===== src/rtl/cpu_pkg.sv =====
// cpu_pkg: opcodes, regToMem encodings, fetch states and decode bundles
package cpu_pkg;
  localparam logic [3:0] OP_NOP  = 4'h0;
  localparam logic [3:0] OP_MOVI = 4'h8;
  localparam logic [3:0] OP_MOV  = 4'h9;
  localparam logic [3:0] OP_LD   = 4'hA;
  localparam logic [3:0] OP_ST   = 4'hB;
  localparam logic [3:0] OP_JMP  = 4'hC;
  localparam logic [3:0] OP_ILLD = 4'hD;
  localparam logic [3:0] OP_ILLE = 4'hE;
  localparam logic [3:0] OP_HALT = 4'hF;
  localparam logic [1:0] RTM_NONE = 2'b00;
  localparam logic [1:0] RTM_LD   = 2'b01;
  localparam logic [1:0] RTM_ST   = 2'b10;
  typedef enum logic [1:0] {ST_RESET, ST_REQ, ST_HOLD, ST_HALT} state_t;
  typedef struct packed {
    logic       write;
    logic [3:0] write_reg;
    logic [3:0] read_reg0;
    logic [3:0] read_reg1;
    logic [1:0] reg_to_mem;
    logic       move;
    logic       immediate;
    logic [1:0] quarter;
    logic [3:0] alu_op;
    logic       read_mem;
    logic       write_mem;
  } ctl_t;
  typedef struct packed {
    ctl_t ctl;
    logic jump;
    logic halt;
    logic illegal;
  } dec_t;
endpackage


===== src/rtl/instr_decoder.sv =====
// instr_decoder: combinational 16-bit instruction word to control bundle
module instr_decoder
  import cpu_pkg::*;
(
  input  logic [15:0] instr,
  output dec_t        fields
);
  logic [3:0] op, rd, rs0, rs1;
  assign op  = instr[15:12];
  assign rd  = instr[11:8];
  assign rs0 = instr[7:4];
  assign rs1 = instr[3:0];
  always_comb begin
    fields = '0;
    case (op)
      OP_NOP: ;
      OP_MOVI: begin
        fields.ctl.write     = 1'b1;
        fields.ctl.move      = 1'b1;
        fields.ctl.immediate = 1'b1;
        fields.ctl.write_reg = rd;
        fields.ctl.read_reg0 = rd;
        fields.ctl.quarter   = instr[7:6];
      end
      OP_MOV: begin
        fields.ctl.write     = 1'b1;
        fields.ctl.move      = 1'b1;
        fields.ctl.write_reg = rd;
        fields.ctl.read_reg0 = rs0;
      end
      OP_LD: begin
        fields.ctl.write      = 1'b1;
        fields.ctl.read_mem   = 1'b1;
        fields.ctl.reg_to_mem = RTM_LD;
        fields.ctl.write_reg  = rd;
        fields.ctl.read_reg0  = rs0;
      end
      OP_ST: begin
        fields.ctl.write_mem  = 1'b1;
        fields.ctl.reg_to_mem = RTM_ST;
        fields.ctl.read_reg0  = rs0;
        fields.ctl.read_reg1  = rd;
      end
      OP_JMP: fields.jump = 1'b1;
      OP_HALT: fields.halt = 1'b1;
      OP_ILLD, OP_ILLE: fields.illegal = 1'b1;
      default: begin
        fields.ctl.write     = 1'b1;
        fields.ctl.write_reg = rd;
        fields.ctl.read_reg0 = rs0;
        fields.ctl.read_reg1 = rs1;
        fields.ctl.alu_op    = op;
      end
    endcase
  end
endmodule


===== src/rtl/fetch_decode.sv =====
// fetch_decode: instruction fetch FSM, PC and registered decode into the IF/ID latch
module fetch_decode
  import cpu_pkg::*;
#(
  parameter int              PC_W     = 8,
  parameter logic [PC_W-1:0] RESET_PC = '0
) (
  input  logic            clk,
  input  logic            rst_n,
  input  logic            stall,
  input  logic            redirect_valid,
  input  logic [PC_W-1:0] redirect_pc,
  output logic            imem_req,
  output logic [PC_W-1:0] imem_addr,
  input  logic            imem_ack,
  input  logic [15:0]     imem_data,
  output logic            write,
  output logic [3:0]      writeReg,
  output logic [3:0]      readReg0,
  output logic [3:0]      readReg1,
  output logic [1:0]      regToMem,
  output logic            move,
  output logic            immediate,
  output logic [1:0]      quarter,
  output logic [3:0]      ALU_operation,
  output logic            ReadMem,
  output logic            WriteMem,
  output logic [PC_W-1:0] pc_out,
  output logic            halted,
  output logic            illegal
);
  state_t          state_q, state_d;
  logic [PC_W-1:0] pc_q, pc_d, pc_out_q, pc_out_d;
  logic [15:0]     word_q, word_d, dec_in;
  ctl_t            ctl_q, ctl_d;
  dec_t            dec_w;
  logic            illegal_q, illegal_d, fire;
  assign dec_in = state_q == ST_HOLD ? word_q : imem_data;
  instr_decoder u_dec (.instr(dec_in), .fields(dec_w));
  assign fire = !stall && ((state_q == ST_REQ && imem_ack) || state_q == ST_HOLD);
  always_comb begin
    state_d   = state_q;
    pc_d      = pc_q;
    pc_out_d  = pc_out_q;
    word_d    = word_q;
    ctl_d     = ctl_q;
    illegal_d = illegal_q;
    if (redirect_valid) begin
      state_d = ST_REQ;
      pc_d    = redirect_pc;
      ctl_d   = '0;
    end else if (state_q == ST_RESET) begin
      state_d = ST_REQ;
    end else if (state_q == ST_REQ && imem_ack && stall) begin
      word_d  = imem_data;
      state_d = ST_HOLD;
    end else if (fire) begin
      ctl_d     = dec_w.ctl;
      pc_out_d  = pc_q;
      illegal_d = illegal_q | dec_w.illegal;
      state_d   = dec_w.halt ? ST_HALT : ST_REQ;
      pc_d      = dec_w.jump ? pc_q + PC_W'($signed(dec_in[7:0])) :
                  dec_w.halt ? pc_q : pc_q + PC_W'(1);
    end
  end
  always_ff @(posedge clk) begin
    if (!rst_n) begin
      state_q   <= ST_RESET;
      pc_q      <= RESET_PC;
      pc_out_q  <= '0;
      word_q    <= '0;
      ctl_q     <= '0;
      illegal_q <= 1'b0;
    end else begin
      state_q   <= state_d;
      pc_q      <= pc_d;
      pc_out_q  <= pc_out_d;
      word_q    <= word_d;
      ctl_q     <= ctl_d;
      illegal_q <= illegal_d;
    end
  end
  assign imem_req      = state_q == ST_REQ;
  assign imem_addr     = pc_q;
  assign halted        = state_q == ST_HALT;
  assign illegal       = illegal_q;
  assign pc_out        = pc_out_q;
  assign write         = ctl_q.write;
  assign writeReg      = ctl_q.write_reg;
  assign readReg0      = ctl_q.read_reg0;
  assign readReg1      = ctl_q.read_reg1;
  assign regToMem      = ctl_q.reg_to_mem;
  assign move          = ctl_q.move;
  assign immediate     = ctl_q.immediate;
  assign quarter       = ctl_q.quarter;
  assign ALU_operation = ctl_q.alu_op;
  assign ReadMem       = ctl_q.read_mem;
  assign WriteMem      = ctl_q.write_mem;
endmodule

===== config.mk =====
export PLATFORM = sky130hd
export DESIGN_NAME = fetch_decode
export DESIGN_NICKNAME = d
export VERILOG_FILES = /design/src/rtl/cpu_pkg.sv /design/src/rtl/instr_decoder.sv /design/src/rtl/fetch_decode.sv
export SDC_FILE = /design/constraint.sdc
export NUM_CORES = 1
export LEC_CHECK = 0
export BUFFER_PORTS_ARGS = -buffer_cell sky130_fd_sc_hd__buf_4
export CAP_MARGIN = 40
export CORE_MARGIN = 2
export CORE_UTILIZATION = 41
export DETAILED_ROUTE_END_ITERATION = 8
export PLACE_DENSITY_LB_ADDON = 0.2
export SLEW_MARGIN = 20
export SYNTH_ARGS = -nofsm -noshare
export SYNTH_HDL_FRONTEND = slang
export SYNTH_SLANG_ARGS = --single-unit
export TNS_END_PERCENT = 50

===== constraint.sdc =====
create_clock -name clk -period 2.79 [get_ports clk]
set_input_delay 0.279 -clock clk [delete_from_list [all_inputs] [get_ports clk]]
set_output_delay 0.279 -clock clk [all_outputs]
set_load 0.005 [all_outputs]

==> flow_summary.ini <==
[outcome]
outcome = complete, no violations

[worst_hold_path]
min_to = state_q[0]$_SDFFE_PN0P_
min_path_type = input port to flip-flop
hp-start = stall
min_path_cells = 2

[cts]
htree_levels = 3
root_buffer = clkbuf_8
cts.path.max_buffers = 2
cts.sinks = 59
clkLatencyLatePin_ns = 0.34
tritoncts = built
clk_pin_slew_ns = 0.07
cts_buffers = 9

[power_and_ir_drop]
ir_drop_uv = 260
p_per_area_mw_per_mm2 = 465
p_leak_nw = 1.66

[route]
final_antenna_net_count = 0
viasPerCell = 5.15
routed_wl_um = 7590
route.detailed.drc = 0
wire_per_inst_um = 14.5
vias = 2690
drt-initial-drc-count = 121
dr.pass1.iters = 5

[final_layout]
multi_input_area_mm2 = 0.00165
layout-drive-gt1-share = 0.322
largest_reg_flops = 16
ff_latch_area_mm2 = 0.00118
diodes = 0
nNetsFinal = 458
fill_cells = 635
layout-area-overhead-vs-synth_pct = 32.4
fin_area_mm2 = 0.00387
top_register = word_q

[global_routing]
gr-total-overflow = 0
grt_pass1_wl_um = 11700
grt_pass1_vias = 2406
grt_use_total = 0.197
antenna_found_initial = 0
grt_max_degree = 29

[logic_synthesis]
synth_compound_area_frac = 0.190
avgSynthCellArea_um2 = 8.71
syn_nets = 373
ys_seq_elements = 59
yosys.area_share.xor_xnor = 0.00599
yosys.area_share.simple = 0.178
synth_top_family_by_area = compound AO/OA/AOI/OAI gates
yosysSeqAreaShare = 0.404
yosysTopAreaCellShare = 0.404
yosysTopAreaCell = dfxtp_1
yosysWarnings = 0
postSynthCellCount = 336
synth_edf_count = 0
synth_cell_types = 51
synthTopCellsByArea = dfxtp_1 40%, mux2i_1 9.6%, nor2_1 6.2%
synth_ff_type = dfxtp_1
synth.area.mux_share = 0.134
async_flop_share = 0
synthAdderAreaFrac = 0.0368
syn_area_mm2 = 0.00293

[place]
portBuffers = 72
finalWeightedCongestion = 0.835
place_area_mm2 = 0.00365
hpwl_um = 5410

[die]
fp.coreArea_mm2 = 0.00687
dieArea_mm2 = 0.00783
start_util = 0.426
fp.dieH_um = 88.5
pin_count = 73
num_rows = 30
die_w_um = 88.5

[setup_path]
end_kind = flip-flop
path_class = flip-flop to flip-flop
timing.rr.start = state_q[1]$_SDFFE_PP0P_
rr_worst_depth = 14
arrival_ns = 2.95
crit_required_ns = 3.01
r2r_slack_ns = 0.06
timing.rr.end = imem_addr[6]$_SDFFE_PN0P_
setup.worst_path.start_class = flip-flop
crit_fanout = 10

[sta]
final_max_slew_viol_count = 0
grt_setup_unrepaired = yes
fin_tns_setup_ns = 0
worstMarginPinSlew_ns = 0.721
timing.fmax_mhz = 366
fin_crit_sh = 0.978
final-hold-violation-count = 0
maxSlewHeadroom = 0.517
fin_skew_ns = 0.00442
min_period_ns = 2.73
setup_viol = 0

[run]
maxCapViolations = 0
==> final cells by class <==
cell class / instances / share of cell area
repair buffers: 94 / 0.185
clock buffers: 11 / 0.0339
well taps: 96 / 0.0310
flip-flops and latches: 59 / 0.306
inverters: 11 / 0.0107
multi-input cells: 246 / 0.426
clock inverters: 5 / 0.00775
==> report_power, final <==
group          leakage (nW)  internal, mW  switching [mW]  total, mW
Sequential            0.479         0.863          0.0187      0.882
Combinational          1.10         0.128           0.136      0.264
Clock                0.0791         0.317           0.340      0.657
==> worst max-delay path, cell delays in order, from the launching register on <==
cell and delay, ns:
dfxtp_2 0.33, buf_4 0.14, nand2b_4 0.11, buf_6 0.18
mux2i_1 0.35, nand2b_4 0.09, ha_4 0.17, inv_2 0.05
fa_2 0.19, nor2b_1 0.05, o21a_1 0.20, o21ai_2 0.17
mux2i_1 0.19, a21oi_1 0.08, o311a_1 0.32
==> cells in the final DEF (no fill, tap or decap), types with 3 or more instances in the layout <==
master / count
a21oi_1: 28
a21oi_2: 3
a222oi_1: 4
a22oi_1: 6
buf_4: 91
buf_6: 3
clkbuf_8: 9
clkinv_2: 3
dfxtp_1: 57
ha_1: 6
inv_1: 9
mux2_2: 8
mux2i_1: 28
nand2_1: 28
nand2b_1: 3
nand3_1: 7
nand3b_1: 3
nor2_1: 48
nor2b_1: 6
nor3_1: 6
o211ai_1: 4
o21ai_0: 18
o21ai_1: 3
==> synthesized netlist by cell type, types with 4 or more instances <==
| cell type | number |
|---|---|
| nand3_1 | 7 |
| a22oi_1 | 6 |
| nand2_1 | 28 |
| o21ai_0 | 21 |
| o211ai_1 | 4 |
| clkbuf_1 | 12 |
| inv_1 | 10 |
| nand2b_1 | 5 |
| ha_1 | 7 |
| nor2b_1 | 6 |
| nor3_1 | 6 |
| a21oi_1 | 29 |
| mux2_2 | 8 |
| mux2i_1 | 28 |
| a222oi_1 | 4 |
| nor2_1 | 48 |
| dfxtp_1 | 59 |
==> routing by layer <==
layer / GRT usage / routed length, um / vias up
li1: - / - / 1362
met1: 0.271 / 3560 / 1256
met2: 0.301 / 3550 / 62
met3: 0.0466 / 364 / 10
met4: 0.0785 / 117 / 0
met5: 0 / 0 / -
==> metrics by stage <==
step	setup WS [ns]	total power [mW]	hold WS, ns	cells	util
after floorplan	-0.0205	1.04	0.392	336	-
after global placement	0.00728	1.15	0.435	503	0.529
after detailed placement	-0.0706	1.15	0.449	504	0.531
after CTS	0.0362	1.81	0.165	520	0.555
after global routing	-0.0656	1.88	0.160	522	0.564
final	0.0605	1.80	0.164	522	0.564
==> repair_timing <==
| action | 4_1_cts | 5_1_grt |
|---|---|---|
| setup endpoints to repair | 2 | 2 |
| buffers inserted | 0 | 2 |
| pin swaps | 0 | 7 |
| hold buffers | 0 | 0 |
| resized for setup | 3 | 12 |
==> how the worst max path moves through the flow <==
stage | from | endpoint | slack (ns) | cells past startpoint
finish | state_q[1]$_SDFFE_PP0P_ | imem_addr[6]$_SDFFE_PN0P_ | 0.06 | 14
global route | state_q[1]$_SDFFE_PP0P_ | imem_addr[6]$_SDFFE_PN0P_ | -0.07 | 14
CTS | state_q[0]$_SDFFE_PN0P_ | imem_addr[7]$_SDFFE_PN0P_ | 0.04 | 12
detailed placement | state_q[0]$_SDFFE_PN0P_ | imem_addr[7]$_SDFFE_PN0P_ | -0.07 | 12
global placement | state_q[0]$_SDFFE_PN0P_ | imem_addr[6]$_SDFFE_PN0P_ | 0.007 | 11
floorplan | state_q[0]$_SDFFE_PN0P_ | imem_addr[6]$_SDFFE_PN0P_ | -0.02 | 14
==> cell families after synthesis <==
| kind of cell | after synthesis |
|---|---|
| mux | 37 |
| fa+ha+maj | 8 |
| compound gates | 86 |
| xor+xnor | 2 |
| flops | 59 |
| buf+inv | 31 |
| simple gates | 113 |
Power figures use the tool's default switching activity.
